$ cat config.mk
export PLATFORM = sky130hd
export DESIGN_NAME = led_blink_ctrl
export DESIGN_NICKNAME = d
export VERILOG_FILES = /design/src/rtl/led_blink_ctrl.sv
export SDC_FILE = /design/constraint.sdc
export NUM_CORES = 1
export LEC_CHECK = 0
export CORE_MARGIN = 4
export CORE_UTILIZATION = 35
export CTS_CLUSTER_SIZE = 8
export DETAILED_ROUTE_END_ITERATION = 8
export PLACE_DENSITY = 0.52
export SYNTH_ARGS = -nofsm -noshare
export SYNTH_HDL_FRONTEND = slang
export SYNTH_SLANG_ARGS = --single-unit
$ cat constraint.sdc
create_clock -name clk -period 5.4 [get_ports clk]
set_input_delay 0.81 -clock clk [delete_from_list [all_inputs] [get_ports clk]]
set_output_delay 0.81 -clock clk [all_outputs]
set_load 0.005 [all_outputs]
$ cat src/rtl/led_blink_ctrl.sv
// rtl/led_blink_ctrl.sv - command-driven per-LED off/on/blink/one-shot controller
module led_blink_ctrl #(
  parameter int CLK_FREQ = 25_000_000,
  parameter int TICK_HZ  = 10
) (
  input  logic       clk,
  input  logic       rst_n,
  input  logic       en,
  input  logic       cmd_valid,
  output logic       cmd_ready,
  input  logic [2:0] cmd_led,
  input  logic [1:0] cmd_mode,
  input  logic [3:0] cmd_period,
  output logic [7:0] leds,
  output logic [7:0] shot_done,
  output logic       tick
);

  localparam int          TICK_CYCLES = CLK_FREQ / TICK_HZ;
  localparam logic [31:0] TICK_LAST   = 32'(TICK_CYCLES - 1);

  localparam logic [1:0] MODE_OFF     = 2'd0;
  localparam logic [1:0] MODE_BLINK   = 2'd2;
  localparam logic [1:0] MODE_ONESHOT = 2'd3;

  typedef enum logic {S_IDLE, S_APPLY} state_t;

  state_t          state_q, state_d;
  logic            cmd_ready_q, cmd_ready_d;
  logic [31:0]     presc_q, presc_d;
  logic            at_top_q, at_top_d;
  logic [2:0]      lat_led_q, lat_led_d;
  logic [1:0]      lat_mode_q, lat_mode_d;
  logic [3:0]      lat_period_q, lat_period_d;
  logic [7:0][1:0] mode_q, mode_d;
  logic [7:0][3:0] period_q, period_d;
  logic [7:0][3:0] cnt_q, cnt_d;
  logic [7:0]      leds_q, leds_d;
  logic [7:0]      shot_done_q, shot_done_d;

  // at_top_q marks the prescaler resting on its last count; en gates it so a
  // frozen prescaler never strobes
  assign tick      = at_top_q & en;
  assign cmd_ready = cmd_ready_q;
  assign leds      = leds_q;
  assign shot_done = shot_done_q;

  // next-state: prescaler, per-LED tick processing, then the command apply
  // (applied last so it overrides any tick effect on the targeted LED)
  always_comb begin
    state_d      = state_q;
    cmd_ready_d  = cmd_ready_q;
    presc_d      = presc_q;
    at_top_d     = at_top_q;
    lat_led_d    = lat_led_q;
    lat_mode_d   = lat_mode_q;
    lat_period_d = lat_period_q;
    mode_d       = mode_q;
    period_d     = period_q;
    cnt_d        = cnt_q;
    leds_d       = leds_q;
    shot_done_d  = 8'h00;

    if (en) begin
      presc_d  = (presc_q == TICK_LAST) ? 32'd0 : presc_q + 32'd1;
      at_top_d = (presc_d == TICK_LAST);
    end

    if (tick) begin
      for (int i = 0; i < 8; i++) begin
        if (mode_q[i] == MODE_BLINK) begin
          if (cnt_q[i] == period_q[i] - 4'd1) begin
            leds_d[i] = ~leds_q[i];
            cnt_d[i]  = 4'd0;
          end else begin
            cnt_d[i] = cnt_q[i] + 4'd1;
          end
        end else if (mode_q[i] == MODE_ONESHOT) begin
          if (cnt_q[i] == period_q[i] - 4'd1) begin
            leds_d[i]      = 1'b0;
            mode_d[i]      = MODE_OFF;
            cnt_d[i]       = 4'd0;
            shot_done_d[i] = 1'b1;
          end else begin
            cnt_d[i] = cnt_q[i] + 4'd1;
          end
        end
      end
    end

    case (state_q)
      S_IDLE: begin
        if (cmd_valid) begin
          lat_led_d    = cmd_led;
          lat_mode_d   = cmd_mode;
          lat_period_d = (cmd_period == 4'd0) ? 4'd1 : cmd_period;
          state_d      = S_APPLY;
          cmd_ready_d  = 1'b0;
        end
      end
      default: begin
        mode_d[lat_led_q]      = lat_mode_q;
        period_d[lat_led_q]    = lat_period_q;
        cnt_d[lat_led_q]       = 4'd0;
        leds_d[lat_led_q]      = (lat_mode_q != MODE_OFF);
        shot_done_d[lat_led_q] = 1'b0;
        state_d                = S_IDLE;
        cmd_ready_d            = 1'b1;
      end
    endcase
  end

  // all state registers, asynchronously cleared
  always_ff @(posedge clk or negedge rst_n) begin
    if (!rst_n) begin
      state_q      <= S_IDLE;
      cmd_ready_q  <= 1'b1;
      presc_q      <= 32'd0;
      at_top_q     <= 1'b0;
      lat_led_q    <= 3'd0;
      lat_mode_q   <= MODE_OFF;
      lat_period_q <= 4'd1;
      for (int i = 0; i < 8; i++) begin
        mode_q[i]   <= MODE_OFF;
        period_q[i] <= 4'd1;
        cnt_q[i]    <= 4'd0;
      end
      leds_q       <= 8'h00;
      shot_done_q  <= 8'h00;
    end else begin
      state_q      <= state_d;
      cmd_ready_q  <= cmd_ready_d;
      presc_q      <= presc_d;
      at_top_q     <= at_top_d;
      lat_led_q    <= lat_led_d;
      lat_mode_q   <= lat_mode_d;
      lat_period_q <= lat_period_d;
      mode_q       <= mode_d;
      period_q     <= period_d;
      cnt_q        <= cnt_d;
      leds_q       <= leds_d;
      shot_done_q  <= shot_done_d;
    end
  end

endmodule
# Word-level counts from Yosys, hierarchy flattened
# Cells that the tools add are included.
[word_totals] register_bits=140
[classes] n_addsub=17 order_cmp=2 n_eq_ne=26 muxes=127 bitwise=14 reduce_logical=5
[op_table] operator="$mux W4" count=26
[op_table] operator="$mux W32" count=3
[op_table] operator="$eq A32 B22 Y1 const B" count=2
[op_table] operator="$mux W1" count=61
[op_table] operator="$mux W2" count=25
[op_table] operator="$add A32 B1 Y32 const B" count=1
[op_table] operator="$add A4 B1 Y4 const B" count=8
[op_table] operator="$and A32 B32 Y32" count=1
[op_table] operator="$bwmux W32" count=1
[op_table] operator="$eq A2 B2 Y1 const B" count=16
[op_table] operator="$eq A4 B4 Y1" count=8
[op_table] operator="$mux W16" count=2
[op_table] operator="$mux W8" count=4
[op_table] operator="$not A32 Y32" count=1
[op_table] operator="$sub A4 B1 Y4 const B" count=8
[op_table] operator="$bwmux W16" count=1
[op_table] operator="$demux W4 S3" count=1
[op_table] operator="$not A1 Y1" count=9
[op_table] operator="$and A8 B8 Y8" count=1
[op_table] operator="$bwmux W8" count=1
[op_table] operator="$not A8 Y8" count=1
[op_table] operator="$demux W2 S3" count=1
[op_table] operator="$logic_not A4 Y1" count=1
[op_table] operator="$lt A3 B4 Y1 const B" count=1
[op_table] operator="6 further kinds" count=7

# Depth between registers and ports, before layout
[depth] ltp_word=8 mapped_depth=12 ltp_nobuf=12

# Worst setup path after synthesis
# No wires, ideal clock.
[synth_path] kind="reg-to-reg" startpoint="register presc_q[0]" endpoint="register at_top_q" arrival_time_ns=2.379 setup_slack_ns=2.925 path_stages_with_launch=10 period_less_slack_ns=2.475 path_cell_list="dfrtp_1 -> ha_1 -> and4_1 -> buf_4 -> nand3_2 -> or4_4 -> a211o_1 -> nor4_2 -> nand4_1 -> o32ai_2"
[synth_via] elab_chain_len=3 word_cells_on_any_way=4 classes_between="add/sub: 1; eq/ne: 2; mux: 1"
[synth_lines] item="start: declaration" line="30" text="logic [31:0] presc_q, presc_d;"
[synth_lines] item="start signal: assignment" line="133" text="presc_q <= presc_d;"
[synth_lines] item="$add A32 B1 Y32 / $eq A32 B22 Y1 (equally long branches)" line="65" text="presc_d = (presc_q == TICK_LAST) ? 32'd0 : presc_q + 32'd1;"
[synth_lines] item="$mux W32 *" line="65"
[synth_lines] item="$eq A32 B22 Y1 *" line="66" text="at_top_d = (presc_d == TICK_LAST);"
[synth_lines] item="end signal: assignment" line="134" text="at_top_q <= at_top_d;"
[synth_lines] item="end: declaration" line="31" text="logic at_top_q, at_top_d;"
# Mark *: on every way between the ends. The rest lies on a longest branch, timed or not.
# A chain may end at the register's enable or synchronous reset.

# Worst setup path after layout
[layout_path] startpoint="input port en" endpoint="output port tick"
[layout_via] elab_chain_len=1
[layout_lines] item="start: declaration" line="8" text="input logic en,"
[layout_lines] item="$and A1 B1 Y1" line="43" text="assign tick = at_top_q & en;"
[layout_lines] item="end: declaration" line="16" text="output logic tick"
# Every way passes these cells.

==> key figures <==
Drt
  • DRT iter0 DRCs: 293
  • Vias per cell: 5.16
  • Drt pass-1 iters: 5
  • WL/cell: 16.0 um
  • DRC: 0
  • DR vias: roughly 5600
  • Routed WL: around 18000 um
  • Post-route ant nets: 0

Power and ir drop
  • P_leak: 3.63 nW
  • Maximum vdd ir drop: 0.210 mV
  • Pwr dens: about 430 nW/um2
  • Tot Pwr: 3.76 mW

Synthesis
  • Synthesized area: around 7700 um2
  • Largest cells by area after synthesis: dfrtp_1 43%, xnor2_1 8.0%, mux2_2 4.4%
  • Syn nets: 831
  • Ys async rst share: 100%
  • Ys Warns: 0
  • Synthesized area per cell: slightly below 10 um2
  • Top FF cell, synth: dfrtp_1
  • Post-Synthesis Cells: 793
  • Dominant cell type by area after synthesis: dfrtp_1
  • Sequential element share of the synthesized area: a little under half
  • Yosys cell types: 61
  • Synth cell count leaders: 130 x dfrtp_1, 88 x nand2_1, 70 x xnor2_1, 64 x o21ai_0, 60 x nor2_1
  • Most common cell in the netlist: dfrtp_1
  • Synth top area share: 42.5%
  • Post-synth EDFFs: 0
  • Number of synthesized register bits: 140

Placed design
  • Worst slack, placed: 1.44 ns
  • Gp weighted congestion: approximately 0.82
  • Port bufs: 30
  • # placed instances: 1062
  • Dpl hpwl: between 10000 and 15000 um

Worst setup path
  • Worst path slowest cell: clkdlybuf4s50_1
  • Crit. End Element: output port
  • Crit Path Max Fanout: 36
  • Worst reg-to-reg setup slack: 2.58 ns
  • Top cell by count, worst path: clkdlybuf4s50_1
  • Worst path arrival time: between 3 and 4 ns
  • Startpoint types: input port
  • Ordered cell list for the critical path: clkdlybuf4s50_1 > buf_4 > clkinv_1 > nor2_2 > clkdlybuf4s50_1
  • Critical Path Max Stage Delay: 0.62 ns
  • Required @ worst endpoint: 4.59 ns
  • Critical path class: input port to output port

Floorplan
  • Die X: approximately 160 um
  • Die Y: 156 um
  • Ports: 31
  • Die Area: around 24000 um2
  • Std-Cell Rows: 53
  • Area of the core: 21300 um2
  • Initial Util: 35.9%

Timing
  • Slew headroom: 19.0%
  • RSZ-0062 raised after global routing: false
  • Minimum clock period: roughly 3.9 ns
  • Worst-margin pin slew: approximately 1.2 ns
  • Setup slack after layout: 1.46 ns
  • Final setup viols: 0
  • Crit share post-route: 73.0%
  • Final Slew Violations: 0
  • Setup_tns: 0 ns
  • Max Clock Freq: ~250 MHz
  • Worst hold margin: roughly 0.51 ns
  • Clock Skews: 0.0104 ns
  • Final hold vios: 0

Global route
  • Total congestion overflow: 0
  • First-pass GRT wire length: just under 30000 um
  • Initial antenna violation count: 0
  • Pin count of the biggest net entering global routing: 102
  • GRT Util Overall: 15.0%
  • Vias in the first global route: between 5000 and 6000

Final layout
  • Filler Cell Count: 2048
  • # diodes: 0
  • Layout cell share with drive strength beyond 1: approximately 11%
  • Syn-to-layout area delta: 14.4%
  • Final non-filler cell total: 1094
  • # nets final: 844

Worst hold path
  • Hold Crit Class: input port to asynchronous set/reset pin

Run status
  • Status: completed

Clocking
  • CTS tree: yes
  • Clock Sinks: 140
  • # Post-CTS Setup Buffers: 0
  • Clock transition at path regs: 0.06 ns
  • Max Root-Sink Buffers: 2
  • Root buf cell: clkbuf_16
  • H-tree Lvls: 4
  • CTS hold repair buffers: 0
  • Post_cts resized: 0
  • Clock latency on the worst-skew pair: 0.42 ns
  • Number of buffers created by CTS: 17

Flow run
  • Max_cap viols: 0
worst max-delay path: cells and delay by family:
family                 cells  cell delay [ns]
AND/OR/NAND/NOR            1             0.57
buffers and inverters      4             1.73
flip-flops by register name, summed over array words and instances, names as in the netlist:
| register | cells |
|---|---|
| at_top_q | 1 |
| lat_mode_q | 2 |
| mode_q | 16 |
| state_q | 1 |
| lat_led_q | 3 |
| lat_period_q | 4 |
| cnt_q | 32 |
| cmd_ready | 1 |
| shot_done | 8 |
| leds | 8 |
| period_q | 32 |
| presc_q | 32 |
path summary, 6_finish.rpt:
| path | startpoint | end | depth (start not counted) |
|---|---|---|---|
| max | en | tick | 5 |
| min | rst_n | cnt_q[2] | 1 |
| max reg2reg | presc_q[9] | at_top_q | 7 |
| min reg2reg | mode_q[11] | shot_done[5] | 1 |
| max in group asynchronous | rst_n | period_q[24] | 2 |
| min in group clk | mode_q[11] | shot_done[5] | 1 |
cells in the final DEF, fill, tap and decap left out, types with 7 or more instances in the layout:
| cell type | synthesis | layout |
|---|---|---|
| dfrtp_1 | 130 | 130 |
| nand2_1 | 88 | 88 |
| xnor2_1 | 70 | 70 |
| o21ai_0 | 64 | 64 |
| nor2_1 | 60 | 60 |
| inv_1 | 38 | 38 |
| mux2_2 | 30 | 30 |
| clkdlybuf4s50_1 | 0 | 29 |
| ha_1 | 25 | 25 |
| nand3_1 | 24 | 24 |
| nand4_1 | 22 | 22 |
| nor3_1 | 21 | 21 |
| and3_1 | 21 | 21 |
| xor2_1 | 21 | 21 |
| clkbuf_16 | 0 | 17 |
| nor4_1 | 16 | 16 |
| a21oi_1 | 13 | 13 |
| o211ai_1 | 13 | 13 |
| o31ai_1 | 12 | 12 |
| dfstp_2 | 10 | 10 |
| mux2i_1 | 9 | 9 |
| o22ai_1 | 7 | 7 |
report_power, final:
group | internal (mW) | switching [mW] | leakage [nW]
combinational | 0.523 | 0.415 | 1.55
clock | 0.771 | 0.448 | 0.294
sequential | 1.33 | 0.279 | 1.79
layer usage:
layer	GRT usage, %	up-vias	wire length [um]
li1	-	2790	-
met1	21.5	2724	8790
met2	22.8	114	7890
met3	3.44	17	659
met4	4.42	0	194
met5	0	-	0
cell families (layout without fill, tap and decap cells):
kind of cell    after synthesis  after routing  share of synthesized area [%]
compound gates              125            125                           9.88
xor+xnor                     91             91                           10.4
fa+ha+maj                    25             25                           4.09
buf+inv                      80            106                           4.40
flops                       140            140                           46.0
mux                          39             39                           5.59
simple gates                293            293                           19.7
layout make-up:
class	count	area (um2)	share of cell area, %
clock buffer	20	437	4.99
clock inverter	12	173	1.97
inverter	39	146	1.67
multi-input combinational	573	3800	43.4
sequential	140	3520	40.2
tap	275	344	3.93
timing repair buffer	35	339	3.87
metrics by stage:
step | instance area [um2] | util (%)
2_1_floorplan | 7650 | -
3_3_place_gp | 8140 | 38.3
3_5_place_dp | 8140 | 38.3
4_1_cts | 8750 | 41.1
5_1_grt | 8750 | 41.1
6_report | 8750 | 41.1
(Power assumes the default switching activity.)
